File: src/rtl/sopc_pkg.sv
// Shared types, LED bit positions and the baud-to-bit-period table for sopc_core.
package sopc_pkg;

  typedef enum logic [2:0] {RX_IDLE, RX_START, RX_DATA, RX_PARITY, RX_STOP} rx_state_t;
  typedef enum logic [2:0] {TX_IDLE, TX_START, TX_DATA, TX_PARITY, TX_STOP} tx_state_t;

  localparam int LED_PAR = 8;
  localparam int LED_FRM = 9;
  localparam int LED_OVF = 10;
  localparam int LED_CNT = 11;

  function automatic int unsigned round_div(input int unsigned num, input int unsigned den);
    return (num + den / 2) / den;
  endfunction

  // Each branch divides constants only, so the table folds to literals; codes 13..15 run at 115200.
  function automatic int unsigned baud_count(input int unsigned clk_hz, input logic [3:0] sel);
    int unsigned n;
    case (sel)
      4'd0:    n = round_div(clk_hz, 300);
      4'd1:    n = round_div(clk_hz, 600);
      4'd2:    n = round_div(clk_hz, 1200);
      4'd3:    n = round_div(clk_hz, 2400);
      4'd4:    n = round_div(clk_hz, 4800);
      4'd5:    n = round_div(clk_hz, 9600);
      4'd6:    n = round_div(clk_hz, 19200);
      4'd7:    n = round_div(clk_hz, 38400);
      4'd8:    n = round_div(clk_hz, 57600);
      4'd9:    n = round_div(clk_hz, 115200);
      4'd10:   n = round_div(clk_hz, 230400);
      4'd11:   n = round_div(clk_hz, 460800);
      4'd12:   n = round_div(clk_hz, 921600);
      default: n = round_div(clk_hz, 115200);
    endcase
    return n;
  endfunction

endpackage

File: src/rtl/sopc_uart_rx.sv
// UART receiver: two-flop synchronizer and mid-bit sampling FSM with parity/stop checks.
module sopc_uart_rx
  import sopc_pkg::*;
#(
  parameter int unsigned CLK_HZ = 100_000_000,
  parameter int          CNT_W  = 19
) (
  input  logic       clk,
  input  logic       reset,
  input  logic       rxd,
  input  logic [3:0] baudm,
  input  logic       bit8,
  input  logic       pen,
  input  logic       ohel,
  output logic [7:0] data,
  output logic       done,
  output logic       parity_err,
  output logic       frame_err
);

  rx_state_t        state, state_next;
  logic [1:0]       sync;
  logic             rx_s, rx_prev, fall;
  logic [CNT_W-1:0] cnt, n_lat, half;
  logic [2:0]       bit_idx;
  logic             bit8_lat, pen_lat, ohel_lat, par_bit;
  logic [7:0]       shreg;
  logic             bit_end, half_end, last_bit;

  assign rx_s     = sync[1];
  assign fall     = rx_prev & ~rx_s;
  assign half     = n_lat >> 1;
  assign bit_end  = (cnt == n_lat - CNT_W'(1));
  assign half_end = (cnt == half - CNT_W'(1));
  assign last_bit = (bit_idx == (bit8_lat ? 3'd7 : 3'd6));

  always_ff @(posedge clk) begin
    if (reset) begin
      sync    <= 2'b11;
      rx_prev <= 1'b1;
    end else begin
      sync    <= {sync[0], rxd};
      rx_prev <= rx_s;
    end
  end

  always_ff @(posedge clk) begin
    if (reset) state <= RX_IDLE;
    else       state <= state_next;
  end

  // A start edge that is high again at half a bit period is discarded as a glitch.
  always_comb begin
    state_next = state;
    done       = 1'b0;
    case (state)
      RX_IDLE:   if (fall) state_next = RX_START;
      RX_START:  if (half_end) state_next = rx_s ? RX_IDLE : RX_DATA;
      RX_DATA:   if (bit_end && last_bit) state_next = pen_lat ? RX_PARITY : RX_STOP;
      RX_PARITY: if (bit_end) state_next = RX_STOP;
      RX_STOP: begin
        if (bit_end) begin
          state_next = RX_IDLE;
          done       = 1'b1;
        end
      end
      default:   state_next = RX_IDLE;
    endcase
  end

  always_ff @(posedge clk) begin
    if (reset) begin
      cnt      <= '0;
      n_lat    <= '0;
      bit_idx  <= '0;
      bit8_lat <= 1'b1;
      pen_lat  <= 1'b0;
      ohel_lat <= 1'b0;
      par_bit  <= 1'b0;
      shreg    <= '0;
    end else begin
      case (state)
        RX_IDLE: begin
          cnt <= '0;
          if (fall) begin
            n_lat    <= CNT_W'(baud_count(CLK_HZ, baudm));
            bit8_lat <= bit8;
            pen_lat  <= pen;
            ohel_lat <= ohel;
            shreg    <= '0;
            bit_idx  <= '0;
          end
        end
        RX_START: cnt <= half_end ? '0 : cnt + CNT_W'(1);
        default: begin
          cnt <= bit_end ? '0 : cnt + CNT_W'(1);
          if (bit_end && state == RX_DATA) begin
            shreg[bit_idx] <= rx_s;
            bit_idx        <= bit_idx + 3'd1;
          end
          if (bit_end && state == RX_PARITY) par_bit <= rx_s;
        end
      endcase
    end
  end

  // Status outputs are only meaningful in the cycle done is high.
  assign data       = shreg;
  assign parity_err = pen_lat & (par_bit != (^shreg ^ ohel_lat));
  assign frame_err  = ~rx_s;

endmodule

File: src/rtl/sopc_core.sv
// UART core top: receiver, LED status register and, with SOPC_LOOPBACK_ECHO_EN defined,
// the one-entry holding register and echo transmitter.
module sopc_core
  import sopc_pkg::*;
#(
  parameter int unsigned CLK_HZ = 100_000_000,
  parameter int          CNT_W  = 19
) (
  input  logic        clk100mhz,
  input  logic        reset,
  input  logic [3:0]  baudm,
  input  logic        bit8,
  input  logic        pen,
  input  logic        ohel,
  input  logic        uart_txd_in,
  output logic        uart_rxd_out,
  output logic [15:0] leds
);

  logic [7:0] rx_data;
  logic       rx_done, rx_par_err, rx_frm_err;
  logic [7:0] led_byte;
  logic       par_flag, frm_flag, ovf_flag;
  logic [4:0] frame_cnt;

  sopc_uart_rx #(.CLK_HZ(CLK_HZ), .CNT_W(CNT_W)) u_rx (
    .clk        (clk100mhz),
    .reset      (reset),
    .rxd        (uart_txd_in),
    .baudm      (baudm),
    .bit8       (bit8),
    .pen        (pen),
    .ohel       (ohel),
    .data       (rx_data),
    .done       (rx_done),
    .parity_err (rx_par_err),
    .frame_err  (rx_frm_err)
  );

  always_ff @(posedge clk100mhz) begin
    if (reset) begin
      led_byte  <= '0;
      par_flag  <= 1'b0;
      frm_flag  <= 1'b0;
      frame_cnt <= '0;
    end else if (rx_done) begin
      led_byte  <= rx_data;
      par_flag  <= par_flag | rx_par_err;
      frm_flag  <= frm_flag | rx_frm_err;
      frame_cnt <= frame_cnt + 5'd1;
    end
  end

`ifdef SOPC_LOOPBACK_ECHO_EN
  tx_state_t        tx_state, tx_state_next;
  logic             hold_full, wr, load;
  logic [7:0]       hold_data, load_data, tx_shift;
  logic [CNT_W-1:0] tx_cnt, tx_n;
  logic [2:0]       tx_idx;
  logic             tx_bit8, tx_pen, tx_par;
  logic             tx_bit_end, tx_last_bit;

  assign wr          = rx_done & ~rx_frm_err;
  assign tx_bit_end  = (tx_cnt == tx_n - CNT_W'(1));
  assign tx_last_bit = (tx_idx == (tx_bit8 ? 3'd7 : 3'd6));
  assign load_data   = bit8 ? hold_data : {1'b0, hold_data[6:0]};

  // A write that finds the holding register occupied is dropped and flagged.
  always_ff @(posedge clk100mhz) begin
    if (reset) begin
      hold_full <= 1'b0;
      hold_data <= '0;
      ovf_flag  <= 1'b0;
    end else begin
      if (load) hold_full <= 1'b0;
      if (wr) begin
        if (hold_full) begin
          ovf_flag <= 1'b1;
        end else begin
          hold_full <= 1'b1;
          hold_data <= rx_data;
        end
      end
    end
  end

  always_ff @(posedge clk100mhz) begin
    if (reset) tx_state <= TX_IDLE;
    else       tx_state <= tx_state_next;
  end

  // Loading straight out of the stop bit keeps back-to-back echoes gap-free.
  always_comb begin
    tx_state_next = tx_state;
    load          = 1'b0;
    case (tx_state)
      TX_IDLE: begin
        if (hold_full) begin
          load          = 1'b1;
          tx_state_next = TX_START;
        end
      end
      TX_START:  if (tx_bit_end) tx_state_next = TX_DATA;
      TX_DATA:   if (tx_bit_end && tx_last_bit) tx_state_next = tx_pen ? TX_PARITY : TX_STOP;
      TX_PARITY: if (tx_bit_end) tx_state_next = TX_STOP;
      TX_STOP: begin
        if (tx_bit_end) begin
          if (hold_full) begin
            load          = 1'b1;
            tx_state_next = TX_START;
          end else begin
            tx_state_next = TX_IDLE;
          end
        end
      end
      default:   tx_state_next = TX_IDLE;
    endcase
  end

  always_ff @(posedge clk100mhz) begin
    if (reset) begin
      tx_cnt   <= '0;
      tx_n     <= '0;
      tx_idx   <= '0;
      tx_bit8  <= 1'b1;
      tx_pen   <= 1'b0;
      tx_par   <= 1'b0;
      tx_shift <= '0;
    end else if (load) begin
      tx_cnt   <= '0;
      tx_n     <= CNT_W'(baud_count(CLK_HZ, baudm));
      tx_idx   <= '0;
      tx_bit8  <= bit8;
      tx_pen   <= pen;
      tx_par   <= ^load_data ^ ohel;
      tx_shift <= load_data;
    end else if (tx_state != TX_IDLE) begin
      tx_cnt <= tx_bit_end ? '0 : tx_cnt + CNT_W'(1);
      if (tx_state == TX_DATA && tx_bit_end) tx_idx <= tx_idx + 3'd1;
    end
  end

  always_comb begin
    uart_rxd_out = 1'b1;
    case (tx_state)
      TX_START:  uart_rxd_out = 1'b0;
      TX_DATA:   uart_rxd_out = tx_shift[tx_idx];
      TX_PARITY: uart_rxd_out = tx_par;
      default:   uart_rxd_out = 1'b1;
    endcase
  end
`else
  assign ovf_flag     = 1'b0;
  assign uart_rxd_out = 1'b1;
`endif

  always_comb begin
    leds                = 16'h0000;
    leds[7:0]           = led_byte;
    leds[LED_PAR]       = par_flag;
    leds[LED_FRM]       = frm_flag;
    leds[LED_OVF]       = ovf_flag;
    leds[LED_CNT +: 5]  = frame_cnt;
  end

endmodule

File: config.mk
export PLATFORM = sky130hd
export DESIGN_NAME = sopc_core
export DESIGN_NICKNAME = d
export VERILOG_FILES = /design/src/rtl/sopc_pkg.sv /design/src/rtl/sopc_uart_rx.sv /design/src/rtl/sopc_core.sv
export SDC_FILE = /design/constraint.sdc
export NUM_CORES = 1
export LEC_CHECK = 0
export ABC_CLOCK_PERIOD_IN_PS = 4620
export BUFFER_PORTS_ARGS = -buffer_cell sky130_fd_sc_hd__clkbuf_2
export CORE_MARGIN = 1
export CORE_UTILIZATION = 40
export DETAILED_ROUTE_END_ITERATION = 10
export MAX_ROUTING_LAYER = met4
export SLEW_MARGIN = 20
export SYNTH_ARGS = -nofsm -noshare
export SYNTH_HDL_FRONTEND = slang
export SYNTH_SLANG_ARGS = --single-unit
File: constraint.sdc
create_clock -name clk100mhz -period 4.62 [get_ports clk100mhz]
set_input_delay 0.924 -clock clk100mhz [delete_from_list [all_inputs] [get_ports clk100mhz]]
set_output_delay 0.924 -clock clk100mhz [all_outputs]
set_load 0.005 [all_outputs]
==> impl.org, run 1 <==
** GRT
- First-pass GRT wire length :: slightly above 20 mm
- The number of global-route vias before repair was 3986.
- Antenna violations before repair :: 0
- Leftover overflow at the end of global routing :: 0
- Maximum number of pins on one net before global-route repair :: between 50 and 60
- In the global route stage, overall resource usage came out at around a fifth.

** Logic synthesis
- Synthesis produced a netlist whose cell count is 604.
- The cell area that synthesis handed to floorplanning was 4980 sq um.
- Portion of netlist area occupied by mux cells :: between 3 and 4%
- Counting flops with a built-in enable in the synthesized netlist gives 0.
- After synthesis, the largest family of logic cells by area is simple AND/OR/NAND/NOR gates.
- Total of warnings raised by yosys :: 0
- Summing the areas of all compound-gate instances in the mapped netlist gives 17.2% of the synthesized area.
- The synthesized netlist devotes about 2.5% of its cell area to adder and majority cells.
- The synthesized netlist contains 74 unique library cells.
- Sequential elements use just under 30% of the synthesized area.
- Mean cell area of the mapped netlist :: ~8 sq um
- Flip-flop and latch count after synthesis :: 74
- Xor/xnor cell area share of the yosys netlist :: roughly an eighth
- Of the total synthesized cell area, the portion taken by AND, OR, NAND and NOR gates is between 20 and 30%.
- The most used flip-flop cell after synthesis is dfxtp_1.
- Post-Synthesis Net Count :: between 600 and 700
- Asr flop ratio synth :: 0%

** Timing
- The worst pin sits at a relative slew slack of 47.4%.
- Based on the critical path, the design can be clocked at up to between 0.2 and 0.3 GHz.
- After routing, the total negative slack on setup checks comes to 0 ps.
- Between clock sinks in the finished design, the worst skew comes to slightly below 7 ps.
- RSZ-0062 raised after global routing :: no
- For the pin with the worst max-slew slack, the measured transition is just under 800 ps.
- Max-slew violation count :: 0
- Of the available clock period, the critical path in the final layout requires between 70% and 80%.
- Setup violation total in the final timing report :: 0
- Number of failing hold endpoints at the final stage :: 0
- The worst path in the final design needs a cycle of around 3400 ps, including I/O delays and setup.

** Worst setup path
- Largest driver fanout on the critical path :: 8
- The most critical setup path has its startpoint at u_rx.n_lat[1].
- STA classifies the critical path endpoint as a flop.
- In this run the critical register-to-register path is launched from u_rx.n_lat[1].
- Counting cells, the worst reg-to-reg path comes to 10.
- Setup slack on the worst reg-to-reg path comes out at around 1300 ps.
- On the worst path, the slowest cell contributes a delay of between 500 and 600 ps.
- In this run the number of cells on the critical path is 10.
- Cell type group with the largest total delay on the critical path :: simple AND/OR/NAND/NOR gates
- The critical path is of the flop to flop type.
- Req. time, crit path :: 4850 ps
- Data arrives at the worst endpoint at 3590 ps.
- The critical path ends at u_rx.data[1].
- The endpoint identified for the worst register-to-register timing path is u_rx.data[1].
- Critical path cell sequence :: inv_1 -> ha_1 -> nor4b_4 -> xnor2_1 -> or4_4 -> a2111oi_4 -> nand4_2 -> nor3_2 -> a31oi_1 -> a221o_1
- STA classifies the critical path startpoint as a flop.
- Counting both buffers and inverters, the worst setup path holds a total of 1.
- Cell with the largest stage delay on the worst path :: or4_4

** Floorplanning
- Area of the core region :: between 10000 and 15000 sq um
- The floorplan has 40 rows.
- The initial utilization of the core area, before any placement, comes to roughly two fifths.
- Chip height :: 114 microns
- The die covers roughly 13000 sq um.
- I/O Pins :: 27
- Die W :: approximately 110 microns

** CTS
- At the later pin of the worst-skew pair, clock insertion delay measures 340 ps.
- Buffers added to address setup during post-CTS repair amount to 0.
- Clock buffer count from CTS :: 9
- After clock tree synthesis, the flow added hold-fix buffers numbering 0.
- Clock slew at the register clock pins of the worst setup and hold paths :: 60 ps
- Clock sink count :: between 70 and 80
- CTS root buffer :: clkbuf_16
- In this run, post-CTS repair resized a total of 0 instances.
- No sink is reached through more buffers than the 2 on the longest clock path.
- Maximum level of the CTS H-tree :: 3
- TritonCTS clock tree :: done

** Final layout
- For this run, the share of the core covered by cells in the final layout is between 40 and 50%.
- Count of non-filler cells in the finished layout :: 770
- Filler cell count :: approximately 1200
- The repair_antennas step left the layout with diodes totalling 0.
- Area overhead of the layout relative to synthesis :: 9.00%
- Summing all non-filler instances in the final layout gives an area of 5430 sq um.
- The multi-input combinational cells in the finished layout cover a total of roughly 3200 sq um.
- For this run, the post-layout net count is approximately 600.
- Fraction of final layout cells with drive strength greater than 1 :: about 11%
- Area of all sequential standard cells :: ~1500 sq um

** Power and ir drop
- Leak Pwr :: roughly 2.1 nW
- Total design power :: roughly 1.8 mW
- Pwr per Cell Area :: about 340 nW/um^2
- IR analysis of the VDD net gives a maximum drop of 165 uV.

** Detailed routing
- Initial DRC count :: 330
- Total via count in the routed design :: approximately 4300
- DR vias/cell :: approximately 5.6
- Total iterations of the first detailed-routing run :: 6
- For this run, design rule violations remaining after detail routing come to 0.
- Summed over all layers, the routed wires come to 12.1 mm.
- In this run the remaining antenna-violating nets after routing total 0.
- Dividing the detail-routed wire length by the instance count gives 15.7 microns.

** Placement
- Detailed placement finished with a half-perimeter wire length of approximately 8.8 mm.
- Number of buffers added on ports :: 24
- The number of placed instances, taps included, is 754.
- Global placement routability congestion :: between 0.8 and 0.9
- Instance area at placement :: 5120 sq um

** Min path
- The tightest min-delay check is of the flop to flop type.

** Run status
- Status :: finished clean

** Run
- MaxCap Viol Count :: 0
## report_power, final
part | switching (mW) | leakage [nW] | internal (mW)
logic | 0.262 | 1.36 | 0.165
clock network | 0.295 | 0.149 | 0.428
registers | 0.0373 | 0.598 | 0.656
total | 0.593 | 2.11 | 1.25
## per-stage QoR
| step | hold slack (ps) | setup slack, ps |
|---|---|---|
| after floorplan | 389 | 1600 |
| after global routing | 441 | 1050 |
| after detailed placement | 407 | 1280 |
| after global placement | 402 | 1410 |
| after CTS | 420 | 1270 |
| final | 415 | 1250 |
## cell usage in the layout (no fill, tap or decap), types with 24 or more instances in the layout
cell type and count:
nor2_1 54, clkbuf_2 24, nand3_1 27, xor2_1 25, a21oi_1 24, nand2_1 46
and2_1 25, xnor2_1 43, dfxtp_1 74
## worst reg2reg max path: cells and delay by family, from the launching register on
family | cells | cell delay (ps)
and+or+nand+nor | 4 | 1310
adders and majority gates | 1 | 240
DFF | 1 | 360
xor gates and xnor gates | 1 | 120
AOI/OAI and AO/OA | 3 | 1120
buffers and inverters | 1 | 90
## worst min-delay path by stage
stage,cells past startpoint,endpoint,startpoint
floorplan,1,u_rx.sync[1],u_rx.sync[0]
global placement,1,u_rx.sync[1],u_rx.sync[0]
detailed placement,1,u_rx.sync[1],u_rx.sync[0]
CTS,1,u_rx.sync[1],u_rx.sync[0]
global route,1,u_rx.sync[1],u_rx.sync[0]
finish,1,u_rx.sync[1],u_rx.sync[0]
## metal layers
| layer | up-vias | GRT usage [%] | share of wire (%) |
|---|---|---|---|
| li1 | 2158 | - | - |
| met1 | 2021 | 28.3 | 51 |
| met2 | 132 | 29.4 | 43 |
| met3 | 20 | 3.72 | 4.9 |
| met4 | 0 | 7.02 | 1.4 |
| met5 | - | - | 0 |
## sequential cells by signal, indices dropped and copies added (netlist names), 2 cells and up
| signal | flops |
|---|---|
| led_byte | 8 |
| frame_cnt | 5 |
| u_rx.cnt | 19 |
| u_rx.sync | 2 |
| u_rx.bit_idx | 3 |
| u_rx.state | 3 |
| u_rx.n_lat | 19 |
| u_rx.data | 8 |
## Yosys cell counts (14+ instances only)
cell type / instances / area share, %
xnor2_1: 43 / 7.6
and3_1: 16 / 2.0
o21ai_0: 15 / 1.5
and2_1: 25 / 3.1
clkbuf_1: 37 / 2.8
nand2_1: 46 / 3.5
inv_1: 14 / 1.1
nor2_1: 54 / 4.1
dfxtp_1: 74 / 30
mux2i_1: 17 / 3.4
a21oi_1: 24 / 2.4
xor2_1: 25 / 4.4
nand3_1: 27 / 2.7
nor3_1: 17 / 1.7
## area by class of cell
class                           count  area share [%]
Timing Repair Buffer               28            2.77
Inverter                           15            1.04
Clock buffer                        9            4.15
Clock inverter                      7            1.55
Sequential cell                    74            27.3
Tap cell                          168            3.87
Multi-Input combinational cell    469            59.3
## cell families after synthesis
kind of cell    after synthesis
xor+xnor                     69
simple gates                255
compound gates              115
flops                        74
other cells                   2
buf+inv                      61
fa+ha+maj                    10
mux                          18
Note: power is estimated with default switching activity, not from simulation.
==> inputs of run 2 (changes only) <==
--- a/config.mk
+++ b/config.mk
@@ -5,7 +5,7 @@
 export SDC_FILE = /design/constraint.sdc
 export NUM_CORES = 1
 export LEC_CHECK = 0
-export ABC_CLOCK_PERIOD_IN_PS = 4620
+export ABC_CLOCK_PERIOD_IN_PS = 3050
 export BUFFER_PORTS_ARGS = -buffer_cell sky130_fd_sc_hd__clkbuf_2
 export CORE_MARGIN = 1
 export CORE_UTILIZATION = 40
==> constraint.sdc (replaced) <==
create_clock -name clk100mhz -period 3.05 [get_ports clk100mhz]
set_input_delay 0.61 -clock clk100mhz [delete_from_list [all_inputs] [get_ports clk100mhz]]
set_output_delay 0.61 -clock clk100mhz [all_outputs]
set_load 0.005 [all_outputs]
==> run 2 against run 1 <==
Critical path type unchanged. Combinational power up 89%. Wire length rose by 11%. Global-route usage is 2.3 points higher. Non-clock buffer count rose by 54. Sequential share of layout area fell by 2.2 points. Power rose by 58%. Critical path depth increased by 3. Cell area is 8.9% higher. Fmax rose by 14%. Die area unchanged. Sequential cell count unchanged.
==> impl.org, run 2 (same netlist as run 1, synthesis figures left out) <==
** Timing
- Number of failing hold endpoints at the final stage :: 0
- For the final database, setup skew stands at roughly 8.7 ps.
- Static timing analysis puts the maximum clock frequency at ~0.34 GHz.
- At the pin with the least slew margin, the transition time is between 700 and 800 ps.
- Max-slew violation count :: 0
- Setup violation total in the final timing report :: 0
- Min cycle time layout :: approximately 3000 ps
- Dividing the final minimum period by the clock period gives 97.1%.
- Setup total negative slack on the finished layout was measured at 0 ps.
- Setup repair after global routing could not meet its margin everywhere.
- Max-slew headroom :: about half
- Final Worst Setup Slack :: about 90 ps

** Final layout
- The final layout contains approximately 670 nets.
- The number of antenna diodes in the final layout is 0.
- The library cells used most frequently in the layout, excluding fill and tap cells, are dfxtp_1 (70), buf_4 (55), nor2_1 (54), nand2_1 (46), xnor2_1 (43).
- The filler cells instantiated in the layout total 1158.
- The largest registers in the layout are u_rx.cnt (19), u_rx.n_lat (19).
- Fraction of final layout cells with drive strength greater than 1 :: approximately a fifth
- Post-route cell area :: 5910 sq um
- Area overhead of the layout relative to synthesis :: 18.7%
- The library cell used most frequently in the layout, excluding fill and tap cells, is dfxtp_1.

** Placement
- In this run the cell area measured after placement is approximately 5500 sq um.
- The HPWL after detailed placement is about 9.9 mm.
- In this run the tool buffered the top-level ports with 24 buffer cells.
- Prior to clock tree synthesis, the placed netlist has a worst setup slack of -65.9 ps.
- Global placement routability congestion :: 0.951

** Detailed routing
- Total iterations of the first detailed-routing run :: 4
- Initial DRC count :: roughly 330
- Once detail routing completed, the nets flagged for antenna violations numbered 0.
- Dividing the detail-routed via count by the number of cells gives 5.57.
- For this run, design rule violations remaining after detail routing come to 0.
- Total via count in the routed design :: around 4600
- Total length of routed wires :: between 10 and 15 mm
- Dividing the detail-routed wire length by the instance count gives between 15 and 20 microns.

** Power and ir drop
- Largest vdd supply drop :: roughly 280 uV
- Pwr per Cell Area :: just under 500 nW/um^2
- In this run the static leakage power is approximately 2.4 nW.

** Worst setup path
- Reg-to-reg setup timing slack :: 90 ps
- Worst stage delay on the critical path :: about 470 ps
- Total buffers and inverters traversed by the critical path :: 4
- The critical path goes through inv_2 -> buf_4 -> ha_4 -> xor2_1 -> o211ai_1 -> or4_4 -> a2111oi_4 -> nand4_2 -> nor4_4 -> buf_4 -> clkbuf_16 -> mux2i_1 -> nor2_1.
- Cell type group with the largest total delay on the critical path :: simple AND/OR/NAND/NOR gates
- CP arrival :: around 3200 ps
- Endpoint of the most critical register-to-register path :: led_byte[7]
- STA classifies the critical path startpoint as a flop.
- Req. time, crit path :: roughly 3300 ps
- R2R depth :: 13
- Most common cell type on the critical path :: buf_4
- Cell with the largest stage delay on the worst path :: or4_4
- STA classifies the critical path endpoint as a flop.
- Of all nets on the critical path, the largest fanout is 7.
- The startpoint identified for the worst register-to-register timing path is u_rx.n_lat[1].
- Kind of critical path :: flop to flop

** CTS
- CTS saw 74 sinks.
- Clock slew at the register clock pins of the worst setup and hold paths :: approximately 50 ps
- Longest Clk Path Bufs :: 2
- The H-tree was split into 3 levels.
- Clock insertion delay at the later pin of the skew report :: ~350 ps
- The cell sitting at the root of the clock tree is a clkbuf_16.
- TritonCTS built the clock tree.
- Clock buffer count from CTS :: 9

** GRT
- First-pass GRT wire length :: between 20 and 25 mm
- Global routing used between 20 and 25% of the available tracks.
- Vias in the first global route :: approximately 4300
- Leftover overflow at the end of global routing :: 0
- Entering global routing, the biggest net connects 51 pins.
- The number of antenna violations at the first check in global routing was 0.

** Min path
- Hold crit path type :: flop to flop
- In this run the most critical hold path is launched from u_rx.sync[0].
- The worst hold path terminates at u_rx.sync[1].
- Worst Hold Depth :: 1

** Floorplanning
- Once the floorplan was initialized, standard cells occupied ~41% of the core.
- In this run the vertical extent of the chip is between 100 and 150 microns.
- 27 I/O pins were placed.
- The die covers 12900 sq um.
- In this run the standard cell core region covers 12100 sq um.
- Measured along the x axis, the die boundary spans ~110 microns.
- Placement row count :: 40

** Run
- Max-cap violations in this run came to 0.

** Run status
- The run finished with clean final reports.
[run 2: where the power goes]
part           switching, mW  internal, mW
logic                  0.449         0.355
clock network          0.428         0.631
registers             0.0439         0.994
[run 2: worst max-delay path by stage]
stage	start	end	slack, ps	depth (start not counted)
after CTS	u_rx.n_lat[3]	led_byte[2]	20	10
after detailed placement	u_rx.n_lat[1]	u_rx.data[5]	-70	12
after floorplan	u_rx.n_lat[1]	led_byte[1]	30	11
after global routing	u_rx.n_lat[2]	led_byte[4]	-50	12
after global placement	u_rx.n_lat[1]	u_rx.data[2]	30	12
final	u_rx.n_lat[1]	led_byte[7]	90	13
[run 2: layout make-up]
| type | instances | area (sq um) | share of cell area, % |
|---|---|---|---|
| flip-flops and latches | 74 | 1490 | 25.2 |
| multi-input cells | 469 | 3260 | 55.2 |
| clock buffers | 9 | 225 | 3.81 |
| repair buffers | 82 | 598 | 10.1 |
| well taps | 168 | 210 | 3.56 |
| clock inverters | 6 | 68.8 | 1.16 |
| inverters | 15 | 56.3 | 0.953 |
[run 2: timing repair]
item	4_1_cts	5_1_grt
pin swaps	3	18
resized for setup	0	15
setup buffers	3	3
endpoints found under the setup margin	8	49
gates cloned	0	1
hold buffers	0	0
[run 2: through the flow]
step / hold slack [ps] / utilization (%) / cells / power, mW
after floorplan: 389 / - / 604 / 1.57
after global placement: 402 / 45.5 / 801 / 1.82
after detailed placement: 404 / 45.5 / 801 / 1.84
after CTS: 418 / 48.2 / 819 / 2.89
after global routing: 427 / 49.0 / 823 / 3.04
final: 414 / 49.0 / 823 / 2.90
[run 2: routing by layer]
metal  global-route usage [%]  wire [microns]  part of all wire (%)
met1                     30.6            6610                    50
met2                     33.4            5810                    44
met3                     4.52             676                   5.1
met4                     8.33             249                   1.9
met5                        -               0                     0
==> inputs of run 3 (changes only) <==
--- a/config.mk
+++ b/config.mk
@@ -5,7 +5,7 @@
 export SDC_FILE = /design/constraint.sdc
 export NUM_CORES = 1
 export LEC_CHECK = 0
-export ABC_CLOCK_PERIOD_IN_PS = 3050
+export ABC_CLOCK_PERIOD_IN_PS = 2800
 export BUFFER_PORTS_ARGS = -buffer_cell sky130_fd_sc_hd__clkbuf_2
 export CORE_MARGIN = 1
 export CORE_UTILIZATION = 40
==> constraint.sdc (replaced) <==
create_clock -name clk100mhz -period 2.8 [get_ports clk100mhz]
set_input_delay 0.56 -clock clk100mhz [delete_from_list [all_inputs] [get_ports clk100mhz]]
set_output_delay 0.56 -clock clk100mhz [all_outputs]
set_load 0.005 [all_outputs]
==> run 3 against run 2 <==
Non-clock buffer count grew 13. Hold slack lost 21 ps. Core utilization grew 2.4 points. The run now ends with setup timing left. Global-route usage grew 0.50 points. Power grew 17%. Critical endpoint is now u_rx.data[3].
==> impl.org, run 3 (same netlist as run 1, synthesis figures left out) <==
** Worst setup path
- Cell with the largest stage delay on the worst path :: or4_4
- In this run the worst path has a maximum fanout of 8.
- Req. time, crit path :: between 3000 and 4000 ps
- On the critical path the largest part of the delay comes from simple AND/OR/NAND/NOR gates.
- Critical path cell sequence :: inv_4 -> ha_4 -> nor4b_4 -> xnor2_1 -> or4_4 -> a2111oi_4 -> buf_4 -> nand4_1 -> nor2_1 -> nor4b_4 -> buf_4 -> a221o_1
- STA classifies the critical path endpoint as a flop.
- At the worst endpoint, the arrival time is 3160 ps.
- Worst stage delay on the critical path :: roughly 550 ps
- Kind of critical path :: flop to flop
- STA classifies the critical path startpoint as a flop.
- Total buffers and inverters traversed by the critical path :: 3

** Floorplanning
- Placement row count :: 40
- Area of the core region :: between 10000 and 15000 sq um
- The die is 114 microns wide.
- I/O Pins :: 27
- Chip height :: about 110 microns
- The die covers 12900 sq um.
- Once the floorplan was initialized, standard cells occupied roughly two fifths of the core.

** Run status
- The checks that failed: setup timing.
- Status :: finished, violations left

** Final layout
- Nets :: approximately 700
- The largest registers in the layout are u_rx.cnt (19), u_rx.n_lat (19).
- The top cell types in the final layout, fill and taps aside, are dfxtp_1 (69), buf_4 (66), nor2_1 (53), nand2_1 (46), xnor2_1 (42).
- Inserted Diodes :: 0
- Post-route cell area :: between 6000 and 7000 sq um
- Area overhead of the layout relative to synthesis :: 24.6%
- Commonest non-fill, non-tap cell in the layout :: dfxtp_1
- Final core utilization :: ~50%
- In the final layout, the share of cells above drive strength 1 is approximately a quarter.

** Timing
- Hold is met by 392 ps.
- For the pin with the worst max-slew slack, the measured transition is ~540 ps.
- Setup violations remaining at the end of the flow were counted as 33.
- The hold violation total from the final report is 0.
- The routed design could run at a clock period as short as between 2000 and 3000 ps.
- Max-slew violation count :: 0
- Setup repair after global routing could not meet its margin everywhere.
- In this run the tightest slew margin relative to its limit is between 60 and 70%.
- The clock arrives with ~11 ps of skew.
- Final Worst Setup Slack :: -72.0 ps
- Maximum clock frequency :: around 0.35 GHz
- Final worst path period share :: 103%

** GRT
- Leftover overflow at the end of global routing :: 0
- Overall Global Routing Usage :: 23.2%
- The number of global-route vias before repair was 4373.
- Entering global routing, the biggest net connects 51 pins.
- First-pass GRT wire length :: between 20 and 25 mm
- Antenna violations before repair :: 0

** Detailed routing
- Residual antenna-violating net count after detailed routing :: 0
- The first TritonRoute pass finished after 10 iterations.
- In the final routed layout, each cell accounts on average for 16.9 microns.
- DR vias/cell :: roughly 5.5
- Total via count in the routed design :: approximately 4600
- Wires add up to about 14 mm.
- After detailed routing, the number of remaining DRC violations is 0.
- The first routing iteration left between 200 and 300 violations.

** Min path
- Hold crit path type :: primary input to flop

** CTS
- The clock drives 74 sinks.
- Clock insertion delay at the later pin of the skew report :: approximately 350 ps
- Clock buffer count from CTS :: 9
- Longest Clk Path Bufs :: 2
- CTS built an H-tree with a depth of 3.
- Hold Buf Count CTS :: 0
- The tree is rooted in a clkbuf_16.
- Clock slew at the register clock pins of the worst setup and hold paths :: about 60 ps
- TritonCTS clock tree :: done

** Placement
- The count of buffers added on input and output ports is 24.
- At the end of routability-driven placement, the weighted congestion stood at between 0.9 and 1.
- Setup slack at placement :: -67.3 ps
- Summed over all nets, the half-perimeter wirelength after detailed placement is 10.2 mm.
- Instance area at placement :: 5580 sq um

** Power and ir drop
- Pwr per Cell Area :: about 550 nW/um^2
- Largest vdd supply drop :: around 320 uV
- Total power for the finished layout comes to 3.39 mW.
- Leak Pwr :: about 2.6 nW

** Run
- MaxCap Viol Count :: 0
[run 3: repair_timing]
item / 4_1_cts / 5_1_grt
setup buffers: 4 / 7
cloned: 0 / 1
pin swaps: 0 / 15
setup endpoints to repair: 17 / 47
endpoints found under the hold margin: 0 / 0
resized for setup: 4 / 35
[run 3: layout make-up]
class / count / area (sq um)
multi-input combinational: 469 / 3410
clock inverter: 6 / 95.1
fill: 1154 / 5860
timing repair buffer: 95 / 703
tap: 168 / 210
sequential: 74 / 1490
clock buffer: 10 / 239
inverter: 15 / 58.8
[run 3: stage by stage]
stage               cells  setup TNS (ps)
floorplan             604               0
global placement      809           -60.5
detailed placement    809            -561
CTS                   829            -193
global route          837           -8050
finish                837           -1350
[run 3: routing by layer]
metal | track usage (%) | vias up | wire [microns] | part of all wire, %
met2 | 34.3 | 90 | 6320 | 45
li1 | - | 2287 | - | -
met1 | 32.0 | 2245 | 7090 | 50
met3 | 3.93 | 17 | 546 | 3.9
met4 | 7.11 | 0 | 161 | 1.1
met5 | - | - | 0 | 0
[run 3: final timing paths]
kind                 startpoint      endpoint  slack [ps]  cells past startpoint
setup reg to reg  u_rx.n_lat[1]  u_rx.data[3]         -70                     12
hold / removal      uart_txd_in  u_rx.sync[0]         390                      2
hold reg to reg    u_rx.sync[0]  u_rx.sync[1]         420                      1
setup / recovery  u_rx.n_lat[1]  u_rx.data[3]         -70                     12
[run 3: report_power, final]
part	internal, mW	switching [mW]	leakage [nW]	total (mW)
logic	0.431	0.537	1.80	0.968
clock network	0.814	0.484	0.164	1.30
registers	1.08	0.0450	0.600	1.13
total	2.33	1.07	2.56	3.39
